`config.mk`:
```
export PLATFORM = sky130hd
export DESIGN_NAME = rand_pkt_gen
export DESIGN_NICKNAME = d
export VERILOG_FILES = /design/src/rtl/rand_pkt_gen_pkg.sv /design/src/rtl/rand_pkt_gen.sv
export SDC_FILE = /design/constraint.sdc
export NUM_CORES = 1
export LEC_CHECK = 0
export ABC_CLOCK_PERIOD_IN_PS = 2860
export BUFFER_PORTS_ARGS = -buffer_cell sky130_fd_sc_hd__buf_2
export CORE_ASPECT_RATIO = 2
export CORE_UTILIZATION = 47
export DETAILED_ROUTE_END_ITERATION = 8
export PLACE_DENSITY = 0.75
export SETUP_SLACK_MARGIN = 0.2
export SLEW_MARGIN = 20
export SYNTH_ARGS = -nofsm -noshare
export SYNTH_HDL_FRONTEND = slang
export SYNTH_SLANG_ARGS = --single-unit
```
`constraint.sdc`:
```
create_clock -name clk -period 2.86 [get_ports clk]
set_clock_uncertainty 0.05 [all_clocks]
set_input_delay 0.572 -clock clk [delete_from_list [all_inputs] [get_ports clk]]
set_output_delay 0.572 -clock clk [all_outputs]
set_load 0.01 [all_outputs]
```
`src/rtl/rand_pkt_gen_pkg.sv`:
```
// Shared types, header layout and header builder for the random packet generator.
// The header layout is fixed by the default configuration below.
package rand_pkt_gen_pkg;

  localparam int P_DW        = 32;
  localparam int P_PORT_NUM  = 16;
  localparam int P_PW        = $clog2(P_PORT_NUM);
  localparam int P_LEN_W     = 6;
  localparam int P_MIN_WORDS = 2;
  localparam int P_GAP_W     = 8;
  localparam int P_CNT_W     = 16;
  localparam int SEQ_W       = 16;
  localparam int PRIO_W      = 3;

  localparam int DA_LSB   = 0;
  localparam int PRIO_LSB = P_PW;
  localparam int LEN_LSB  = P_PW + PRIO_W;
  localparam int SEQ_LSB  = P_DW - SEQ_W;

  typedef enum logic [2:0] {
    S_IDLE,
    S_HDR,
    S_PLD,
    S_GAP,
    S_DONE
  } state_e;

  // Payload length is clamped up to MIN_WORDS so a packet never has too few words.
  function automatic logic [P_DW-1:0] build_hdr(input logic [P_DW-1:0]  rnd,
                                                input logic [SEQ_W-1:0] seq);
    logic [P_LEN_W-1:0] len;
    logic [P_DW-1:0]    hdr;
    len = rnd[LEN_LSB +: P_LEN_W];
    if (len < P_LEN_W'(P_MIN_WORDS)) len = P_LEN_W'(P_MIN_WORDS);
    hdr                      = '0;
    hdr[DA_LSB +: P_PW]      = rnd[DA_LSB +: P_PW];
    hdr[PRIO_LSB +: PRIO_W]  = rnd[PRIO_LSB +: PRIO_W];
    hdr[LEN_LSB +: P_LEN_W]  = len;
    hdr[SEQ_LSB +: SEQ_W]    = seq;
    return hdr;
  endfunction

endpackage

```
`src/rtl/rand_pkt_gen.sv`:
```
// Frames a free-running random word stream into header + payload packets on a
// valid/ready interface, with run control (packet limit, inter-packet gap, done).
module rand_pkt_gen
  import rand_pkt_gen_pkg::*;
#(
  parameter int DW        = P_DW,
  parameter int PORT_NUM  = P_PORT_NUM,
  parameter int LEN_W     = P_LEN_W,
  parameter int MIN_WORDS = P_MIN_WORDS,
  parameter int GAP_W     = P_GAP_W,
  parameter int CNT_W     = P_CNT_W
) (
  input  logic             clk,
  input  logic             rst,
  input  logic             i_en,
  input  logic [CNT_W-1:0] i_pkt_num,
  input  logic [GAP_W-1:0] i_gap,
  input  logic [DW-1:0]    i_rand_data,
  input  logic             i_ready,
  output logic             o_valid,
  output logic [DW-1:0]    o_data,
  output logic             o_sop,
  output logic             o_eop,
  output logic             o_done,
  output logic [CNT_W-1:0] o_pkt_cnt
);

  localparam int PW = $clog2(PORT_NUM);

  // The header builder lives in the package, so the layout must match its configuration.
  if (DW != P_DW || PW != P_PW || LEN_W != P_LEN_W || MIN_WORDS != P_MIN_WORDS ||
      DW < SEQ_W + PW + PRIO_W + LEN_W) begin : g_bad_cfg
    $error("rand_pkt_gen: parameters do not match rand_pkt_gen_pkg header layout");
  end

  state_e             r_state,    w_state;
  logic               r_valid,    w_valid;
  logic [DW-1:0]      r_data,     w_data;
  logic               r_sop,      w_sop;
  logic               r_eop,      w_eop;
  logic               r_done,     w_done;
  logic [CNT_W-1:0]   r_pkt_cnt,  w_pkt_cnt;
  logic [SEQ_W-1:0]   r_seq,      w_seq;
  logic [LEN_W-1:0]   r_len,      w_len;
  logic [LEN_W-1:0]   r_word_cnt, w_word_cnt;
  logic [GAP_W-1:0]   r_gap_cnt,  w_gap_cnt;
  logic [CNT_W-1:0]   r_pkt_num,  w_pkt_num;
  logic [GAP_W-1:0]   r_gap,      w_gap;

  logic               w_xfer;
  logic               w_start_hdr;
  logic [DW-1:0]      w_hdr;
  logic [LEN_W-1:0]   w_word_cnt_inc;
  logic [CNT_W-1:0]   w_pkt_cnt_inc;

  assign w_xfer         = r_valid && i_ready;
  assign w_hdr          = build_hdr(i_rand_data, r_seq);
  assign w_word_cnt_inc = r_word_cnt + LEN_W'(1);
  assign w_pkt_cnt_inc  = r_pkt_cnt + CNT_W'(1);

  always_comb begin
    // NOTE: every variable gets its hold value first so no path can infer a latch.
    w_state     = r_state;
    w_valid     = r_valid;
    w_data      = r_data;
    w_sop       = r_sop;
    w_eop       = r_eop;
    w_done      = r_done;
    w_pkt_cnt   = r_pkt_cnt;
    w_seq       = r_seq;
    w_len       = r_len;
    w_word_cnt  = r_word_cnt;
    w_gap_cnt   = r_gap_cnt;
    w_pkt_num   = r_pkt_num;
    w_gap       = r_gap;
    w_start_hdr = 1'b0;

    case (r_state)
      S_IDLE: begin
        w_valid = 1'b0;
        if (i_en) begin
          w_pkt_num   = i_pkt_num;
          w_gap       = i_gap;
          w_pkt_cnt   = '0;
          w_start_hdr = 1'b1;
        end
      end
      S_HDR: begin
        if (w_xfer) begin
          w_data     = i_rand_data;
          w_sop      = 1'b0;
          w_word_cnt = LEN_W'(1);
          w_eop      = (r_len == LEN_W'(1));
          w_state    = S_PLD;
        end
      end
      S_PLD: begin
        if (w_xfer && !r_eop) begin
          w_data     = i_rand_data;
          w_word_cnt = w_word_cnt_inc;
          w_eop      = (w_word_cnt_inc == r_len);
        end else if (w_xfer) begin
          w_eop     = 1'b0;
          w_pkt_cnt = w_pkt_cnt_inc;
          if (r_pkt_num != '0 && w_pkt_cnt_inc == r_pkt_num) begin
            w_state = S_DONE;
            w_valid = 1'b0;
            w_done  = 1'b1;
          end else if (!i_en) begin
            w_state = S_IDLE;
            w_valid = 1'b0;
          end else if (r_gap == '0) begin
            w_start_hdr = 1'b1;
          end else begin
            w_state   = S_GAP;
            w_gap_cnt = r_gap;
            w_valid   = 1'b0;
          end
        end
      end
      S_GAP: begin
        w_gap_cnt = r_gap_cnt - GAP_W'(1);
        if (r_gap_cnt == GAP_W'(1)) begin
          if (i_en) w_start_hdr = 1'b1;
          else      w_state     = S_IDLE;
        end
      end
      S_DONE: begin
        w_valid = 1'b0;
        w_done  = 1'b1;
        if (!i_en) begin
          w_state = S_IDLE;
          w_done  = 1'b0;
        end
      end
      default: w_state = S_IDLE;
    endcase

    // Header issue is shared by run start, back-to-back and end-of-gap paths.
    if (w_start_hdr) begin
      w_data  = w_hdr;
      w_len   = w_hdr[LEN_LSB +: LEN_W];
      w_seq   = r_seq + SEQ_W'(1);
      w_valid = 1'b1;
      w_sop   = 1'b1;
      w_eop   = 1'b0;
      w_state = S_HDR;
    end
  end

  // NOTE: state registers use non-blocking assignments so all flops update together.
  always_ff @(posedge clk) begin
    if (rst) begin
      r_state    <= S_IDLE;
      r_valid    <= 1'b0;
      r_data     <= '0;
      r_sop      <= 1'b0;
      r_eop      <= 1'b0;
      r_done     <= 1'b0;
      r_pkt_cnt  <= '0;
      r_seq      <= '0;
      r_len      <= '0;
      r_word_cnt <= '0;
      r_gap_cnt  <= '0;
      r_pkt_num  <= '0;
      r_gap      <= '0;
    end else begin
      r_state    <= w_state;
      r_valid    <= w_valid;
      r_data     <= w_data;
      r_sop      <= w_sop;
      r_eop      <= w_eop;
      r_done     <= w_done;
      r_pkt_cnt  <= w_pkt_cnt;
      r_seq      <= w_seq;
      r_len      <= w_len;
      r_word_cnt <= w_word_cnt;
      r_gap_cnt  <= w_gap_cnt;
      r_pkt_num  <= w_pkt_num;
      r_gap      <= w_gap;
    end
  end

  assign o_valid   = r_valid;
  assign o_data    = r_data;
  assign o_sop     = r_sop;
  assign o_eop     = r_eop;
  assign o_done    = r_done;
  assign o_pkt_cnt = r_pkt_cnt;

endmodule

```
==> results of run 1 <==
==> layer usage <==
metal | vias up | wire length, µm
met3 | 71 | 798
met1 | 2979 | 6570
li1 | 3042 | -
met2 | 217 | 10000
met4 | 0 | 861
met5 | - | 0
==> stage by stage <==
stage	TNS, ns	cells	cell area (µm²)	hold WS (ns)
4_1_cts	-0.000262	1073	7770	0.333
3_3_place_gp	-0.00759	1034	7010	0.391
2_1_floorplan	0	772	6060	0.390
3_5_place_dp	-0.300	1034	7010	0.398
5_1_grt	-3.97	1074	7960	0.343
6_report	-0.102	1074	7960	0.333
==> cell families (layout without fill, tap and decap cells) <==
| kind of cell | after synthesis | count (layout) |
|---|---|---|
| and+or+nand+nor | 344 | 344 |
| AOI/OAI and AO/OA | 194 | 194 |
| DFF | 115 | 115 |
| buffers and inverters | 74 | 226 |
| xor gates and xnor gates | 27 | 27 |
| muxes | 13 | 13 |
| adders and majority gates | 5 | 5 |
==> registers in the layout, indices dropped and copies added, names as in the netlist <==
name	flops
r_pkt_num	16
o_eop	1
o_sop	1
r_seq	16
o_done	1
r_gap	8
r_word_cnt	6
r_state	3
o_pkt_cnt	16
o_valid	1
o_data	32
r_len	6
r_gap_cnt	8
==> worst reg2reg max path, delay by kind of cell, from the launching register on <==
kind	cells	cell delay (ns)
AO/OA/AOI/OAI	3	0.54
buffers and inverters	4	0.61
flip-flops	1	0.40
multiplexers	1	0.29
AND/OR/NAND/NOR	3	0.90
==> layout make-up <==
class / instances / area (µm²)
Tap cell: 150 / 188
Clock inverter: 8 / 124
Clock buffer: 23 / 498
Sequential cell: 115 / 2330
Fill cell: 1106 / 4520
Timing Repair Buffer: 178 / 1130
Inverter: 17 / 63.8
Multi-Input combinational cell: 583 / 3630
==> synthesized netlist by cell type (5+ instances only) <==
master / number / area share
nand2b_1: 6 / 0.0063
o21a_1: 6 / 0.0075
a21bo_2: 11 / 0.018
nor3_1: 19 / 0.016
clkbuf_1: 42 / 0.026
xor2_1: 9 / 0.013
nor2b_1: 5 / 0.0052
mux2i_1: 12 / 0.020
and2_1: 5 / 0.0052
or4_1: 20 / 0.025
ha_1: 5 / 0.010
a311oi_1: 18 / 0.026
or3_1: 9 / 0.0094
inv_1: 17 / 0.011
xnor2_1: 17 / 0.025
and3_1: 8 / 0.0084
o21ai_0: 19 / 0.016
a211oi_1: 7 / 0.0088
a22oi_1: 5 / 0.0063
a21oi_1: 81 / 0.068
dfxtp_1: 115 / 0.38
buf_2: 6 / 0.0050
o31ai_1: 12 / 0.015
nor2_1: 73 / 0.046
nand2_1: 135 / 0.085
nor4_1: 11 / 0.011
nand4_1: 9 / 0.0094
a31oi_1: 12 / 0.013
nand3_1: 26 / 0.022
==> power by group through the flow <==
stage | logic (mW) | registers (mW) | clock network (mW)
floorplan | 0.295 | 1.77 | 0
global route | 0.628 | 1.74 | 2.34
finish | 0.575 | 1.74 | 2.24
detailed placement | 0.515 | 1.77 | 0
CTS | 0.539 | 1.73 | 2.26
global placement | 0.507 | 1.77 | 0
==> path summary, 6_finish.rpt <==
check / endpoint / slack, ns / depth (start not counted)
worst max-delay path: r_len[2] / -0.06 / 11
worst min-delay path: r_pkt_num[9] / 0.33 / 3
worst min register to register: o_data[14] / 0.41 / 2
worst max register to register: r_len[2] / -0.06 / 11
==> timing repair <==
| action | 4_1_cts | 5_1_grt |
|---|---|---|
| hold endpoints to repair | 0 | 0 |
| pin swaps | 3 | 12 |
| endpoints found under the setup margin | 68 | 68 |
| cloned | 0 | 1 |
| resized for setup | 23 | 38 |
| setup buffers | 8 | 0 |
==> impl_metrics.yaml, run 1 <==
status:
  status: "finished with violations"
  failed_checks: "setup timing"
placement:
  preCtsSetupSlack_ns: -0.0901
  numPortBuffers: 111
  gp_congestion: 0.997
  place_hpwl_um: 12200
critical_path:
  cp-start-kind: "flip-flop"
  crit_chain: "buf_4 > inv_1 > or4_1 > a21boi_1 > o22ai_1 > and4b_1 > o31a_4 > buf_4 > buf_12 > mux2i_1 > nor2_1"
  arrival_ns: 3.16
  crit_path_top_delay_cell: "or4_1"
  worstSetupPathType: "flip-flop to flip-flop"
  crit_start: "o_pkt_cnt[4]"
  r2r_start: "o_pkt_cnt[4]"
  crit_fanout: 15
  critPathTopFamily: "simple AND/OR/NAND/NOR gates"
  cp.buffers_inverters: 4
  cp-end-kind: "flip-flop"
  path_common_cell: "buf_4"
  cp_data_required_time_ns: 3.10
  slowest_delay_ns: 0.51
timing:
  fin_ws_ns: -0.0621
  period_share: 1.02
  hold_viol_final: 0
  min_period_ns: 2.92
  relSlewSlack: 0.445
  fmax_mhz: 342
  setup_viol: 4
  tightest_slew_ns: 0.831
  grt_setup_unrepaired: "yes"
  drv_slew: 0
clocking:
  clkSlewWorstSetupHoldPaths_ns: 0.06
  cts_buffers: 17
  cts_hold_buf: 0
  clockRootBuffer: "clkbuf_16"
  cts_max_level: 4
  clock_path_buffers: 2
  numClockSinks: 115
  cts_tree: "built"
  clk_latency_ns: 0.41
synthesis:
  synth_compound_area_frac: 0.213
  synth-edff-count: 0
  synthAdderAreaFrac: 0.0105
  synth_nets: 837
  yosysSeqAreaShare: 0.385
  synth_ff_type: "dfxtp_1"
  syn_area_um2: 5990
  synth_warnings: 0
  ys_types: 57
  muxShareOfSynthArea: 0.0219
  synthSimpleGateAreaFrac: 0.277
  synth_top_family_by_area: "simple AND/OR/NAND/NOR gates"
  syn_area_per_cell_um2: 7.75
  syn_inst: 772
  ys_seq_elements: 115
  async_flop_share: 0
  synth-xor-area-share: 0.0408
pwr:
  total_power_mw: 4.55
  switching_share: 0.250
  vdd_drop_max_mv: 0.457
  powerDensity_nw_per_um2: 571
  p_sw_mw: 1.14
  p_clk_frac: 0.492
  power.leakage_nw: 3.28
  intPower_mw: 3.41
  sequentialPowerShare: 0.382
  pwr-share-comb: 0.126
global_routing:
  grt_most_used_layer: "met2"
  grt_pass1_vias: 5961
  groute.usage.overall: 0.285
  grt.met1_usage: 0.297
  met3_usage: 0.0554
  met2_usage: 0.503
  overflow: 0
  grt_max_degree: 38
  grt_pass1_wl_um: 28900
  grt_antenna_before_repair: 0
hold_path:
  min_from: "i_pkt_num[9]"
  hold_class: "primary input to flip-flop"
floorplan:
  row_count: 58
  start_util: 0.480
  ios: 112
  die_h_um: 162
  core_um2: 12500
  floorplan.die_area_um2: 13200
  die_w_um: 81.8
final_layout:
  drive_above_1_share: 0.302
  final_common_cell: "nand2_1"
  diodes: 0
  nNetsFinal: 977
  fin_util: 0.638
  final_cell_mix: "nand2_1 (134), buf_2 (110), dfxtp_1 (103)"
  area_growth_pct: 33.0
run:
  drv_cap: 0
route:
  drcViolationCount: 0
  ant_nets: 0
  vias: 6309
  viasPerCell: 5.87
  drt-total-wl_um: 18300
  dr.pass1.iters: 5
  routedWlPerCell_um: 17.0
  drtIter0Drc: 363
Note: power is estimated with default switching activity, not from simulation.
==> inputs of run 2 (changes only) <==
ABC_AREA = 1   (was unset)
BUFFER_PORTS_ARGS = -buffer_cell sky130_fd_sc_hd__clkbuf_2   (was -buffer_cell sky130_fd_sc_hd__buf_2)
==> impl_metrics.yaml, run 2 <==
timing:
  grt_setup_unrepaired: "no"
  hold_viol_final: 0
  drv_slew: 0
  setup_tns_ns: 0
  setup_viol: 0
  period_share: 0.901
  relSlewSlack: 0.429
  min_period_ns: 2.58
  fmax_mhz: 388
  fin_hold_ws_ns: 0.296
  tightest_slew_ns: 0.853
  fin_ws_ns: 0.282
clocking:
  clk_latency_ns: 0.42
  cts_max_level: 4
  clkSlewWorstSetupHoldPaths_ns: 0.06
  clock_path_buffers: 2
  cts_buffers: 17
  clockRootBuffer: "clkbuf_16"
  numClockSinks: 115
  cts_tree: "built"
  cts_hold_buf: 0
critical_path:
  cp-end-kind: "flip-flop"
  cp-endpoint: "o_data[8]"
  critPathTopFamily: "simple AND/OR/NAND/NOR gates"
  crit_start: "o_pkt_cnt[1]"
  r2r_start: "o_pkt_cnt[1]"
  cp.buffers_inverters: 1
  cp-start-kind: "flip-flop"
  crit_cells: 16
  r2r_slack_ns: 0.28
  arrival_ns: 2.88
  crit_fanout: 5
  rr_worst_depth: 16
  crit_path_top_delay_cell: "dfxtp_4"
  cp_data_required_time_ns: 3.17
  slowest_delay_ns: 0.38
  crit_chain: "ha_4 > nand2_8 > nor2_4 > nand3_1 > nand3_1 > nand3_1 > nor2_2 > nand3b_1 > nor2_2 > nand2_2 > nand2_4 > nand3_4 > clkbuf_16 > nor2_1 > nor2_1 > nor2_1"
  r2r-end: "o_data[8]"
  worstSetupPathType: "flip-flop to flip-flop"
placement:
  gp_congestion: 0.958
  place_hpwl_um: 13000
  place_area_um2: 6720
  preCtsSetupSlack_ns: 0.197
  numPortBuffers: 111
floorplan:
  ios: 112
  die_w_um: 81.8
  floorplan.die_area_um2: 13200
  row_count: 58
  start_util: 0.479
  die_h_um: 162
  core_um2: 12500
global_routing:
  grt_antenna_before_repair: 0
  groute.usage.overall: 0.279
  grt_pass1_wl_um: 27900
  grt_pass1_vias: 5997
  grt_max_degree: 54
  overflow: 0
run:
  drv_cap: 0
route:
  vias: 6440
  routedWlPerCell_um: 15.6
  viasPerCell: 5.44
  drtIter0Drc: 311
  dr.pass1.iters: 5
  ant_nets: 0
  drt-total-wl_um: 18500
  drcViolationCount: 0
synthesis:
  synth_warnings: 0
  synth.most_common_cell: "nand2_1"
  syn_area_um2: 5980
  async_flop_share: 0
  synth_area_leader_cell: "dfxtp_1"
  synth_common_cells: "nand2_1 (241), dfxtp_1 (115), a21oi_1 (104), inv_1 (92), nor2_1 (71)"
  synth_nets: 955
  yosysSeqAreaShare: 0.385
  synth_top_area_share: 0.385
  ys_seq_elements: 115
  synth.area.top_cells: "dfxtp_1 (38%), nand2_1 (15%), a21oi_1 (8.7%)"
  syn_area_per_cell_um2: 6.72
  synth-edff-count: 0
  ys_types: 39
  syn_inst: 890
  synth_ff_type: "dfxtp_1"
pwr:
  vdd_drop_max_mv: 0.443
  powerDensity_nw_per_um2: 692
  total_power_mw: 5.39
  power.leakage_nw: 3.39
final_layout:
  final_cell_mix: "nand2_1 (228), clkbuf_2 (111), dfxtp_1 (106)"
  finish.instance_area_um2: 7790
  area_growth_pct: 30.2
  nNetsFinal: 1086
  drive_above_1_share: 0.238
  largest_reg_flops: 32
  final_common_cell: "nand2_1"
  diodes: 0
status:
  status: "complete, no violations"
hold_path:
  hold_class: "primary input to flip-flop"
  hold_depth: 3
-- run 2: worst min path at each step --
stage / startpoint / endpoint / slack [ns]
2_1_floorplan: r_gap[1] / r_gap[1] / 0.39
6_report: i_rand_data[19] / o_data[19] / 0.30
5_1_grt: i_rand_data[27] / o_data[27] / 0.32
3_3_place_gp: o_data[1] / o_data[1] / 0.40
3_5_place_dp: o_data[1] / o_data[1] / 0.40
4_1_cts: i_rand_data[19] / o_data[19] / 0.29
-- run 2: cells by family (layout without fill, tap and decap cells) --
logic type | Yosys count | count (layout) | share of synthesized area
AO/OA/AOI/OAI | 188 | 188 | 0.169
XOR/XNOR | 20 | 20 | 0.0293
adder cells (fa/ha/maj) | 5 | 5 | 0.0105
buffers and inverters | 128 | 271 | 0.0887
flip-flops | 115 | 115 | 0.385
AND/OR/NAND/NOR | 434 | 435 | 0.317
-- run 2: timing repair --
item / in CTS / in global routing
resized for setup: 1 / 72
gates cloned: 0 / 5
setup endpoints to repair: 5 / 69
hold endpoints to repair: 0 / 0
pin swaps: 0 / 18
buffers inserted: 0 / 6
-- run 2: cell type report --
| class | instances | area, µm² |
|---|---|---|
| timing repair buffer | 141 | 891 |
| tap | 150 | 188 |
| timing repair inverter | 1 | 8.76 |
| clock buffer | 19 | 453 |
| fill | 1174 | 4690 |
| inverter | 97 | 382 |
| clock inverter | 13 | 230 |
| sequential | 115 | 2320 |
| multi-input combinational | 648 | 3320 |
-- run 2: metal layers --
| layer | global-route usage | vias up | wire length [µm] |
|---|---|---|---|
| met5 | 0 | - | 0 |
| met4 | 0.189 | 0 | 988 |
| met3 | 0.0480 | 72 | 794 |
| met2 | 0.503 | 220 | 10200 |
| met1 | 0.275 | 2971 | 6500 |
| li1 | - | 3177 | - |
-- run 2: report_power, final --
group,total [mW],switching (mW),internal [mW]
registers,1.83,0.0959,1.74
logic,1.10,0.692,0.411
clock network,2.45,0.776,1.68
total,5.39,1.56,3.83
-- run 2: stage by stage --
stage | std cells | utilization
final | 1184 | 0.624
after global routing | 1184 | 0.624
after CTS | 1173 | 0.593
after detailed placement | 1141 | 0.538
after global placement | 1141 | 0.538
after floorplan | 890 | -
-- run 2: worst reg2reg max path, stage by stage (launching register included) --
cell       delay (ns)
dfxtp_4          0.38
ha_4             0.18
nand2_8          0.09
nor2_4           0.15
nand3_1          0.13
nand3_1          0.13
nand3_1          0.12
nor2_2           0.17
nand3b_1         0.11
nor2_2           0.15
nand2_2          0.08
nand2_4          0.11
nand3_4          0.21
clkbuf_16        0.27
nor2_1           0.08
nor2_1           0.05
nor2_1           0.08
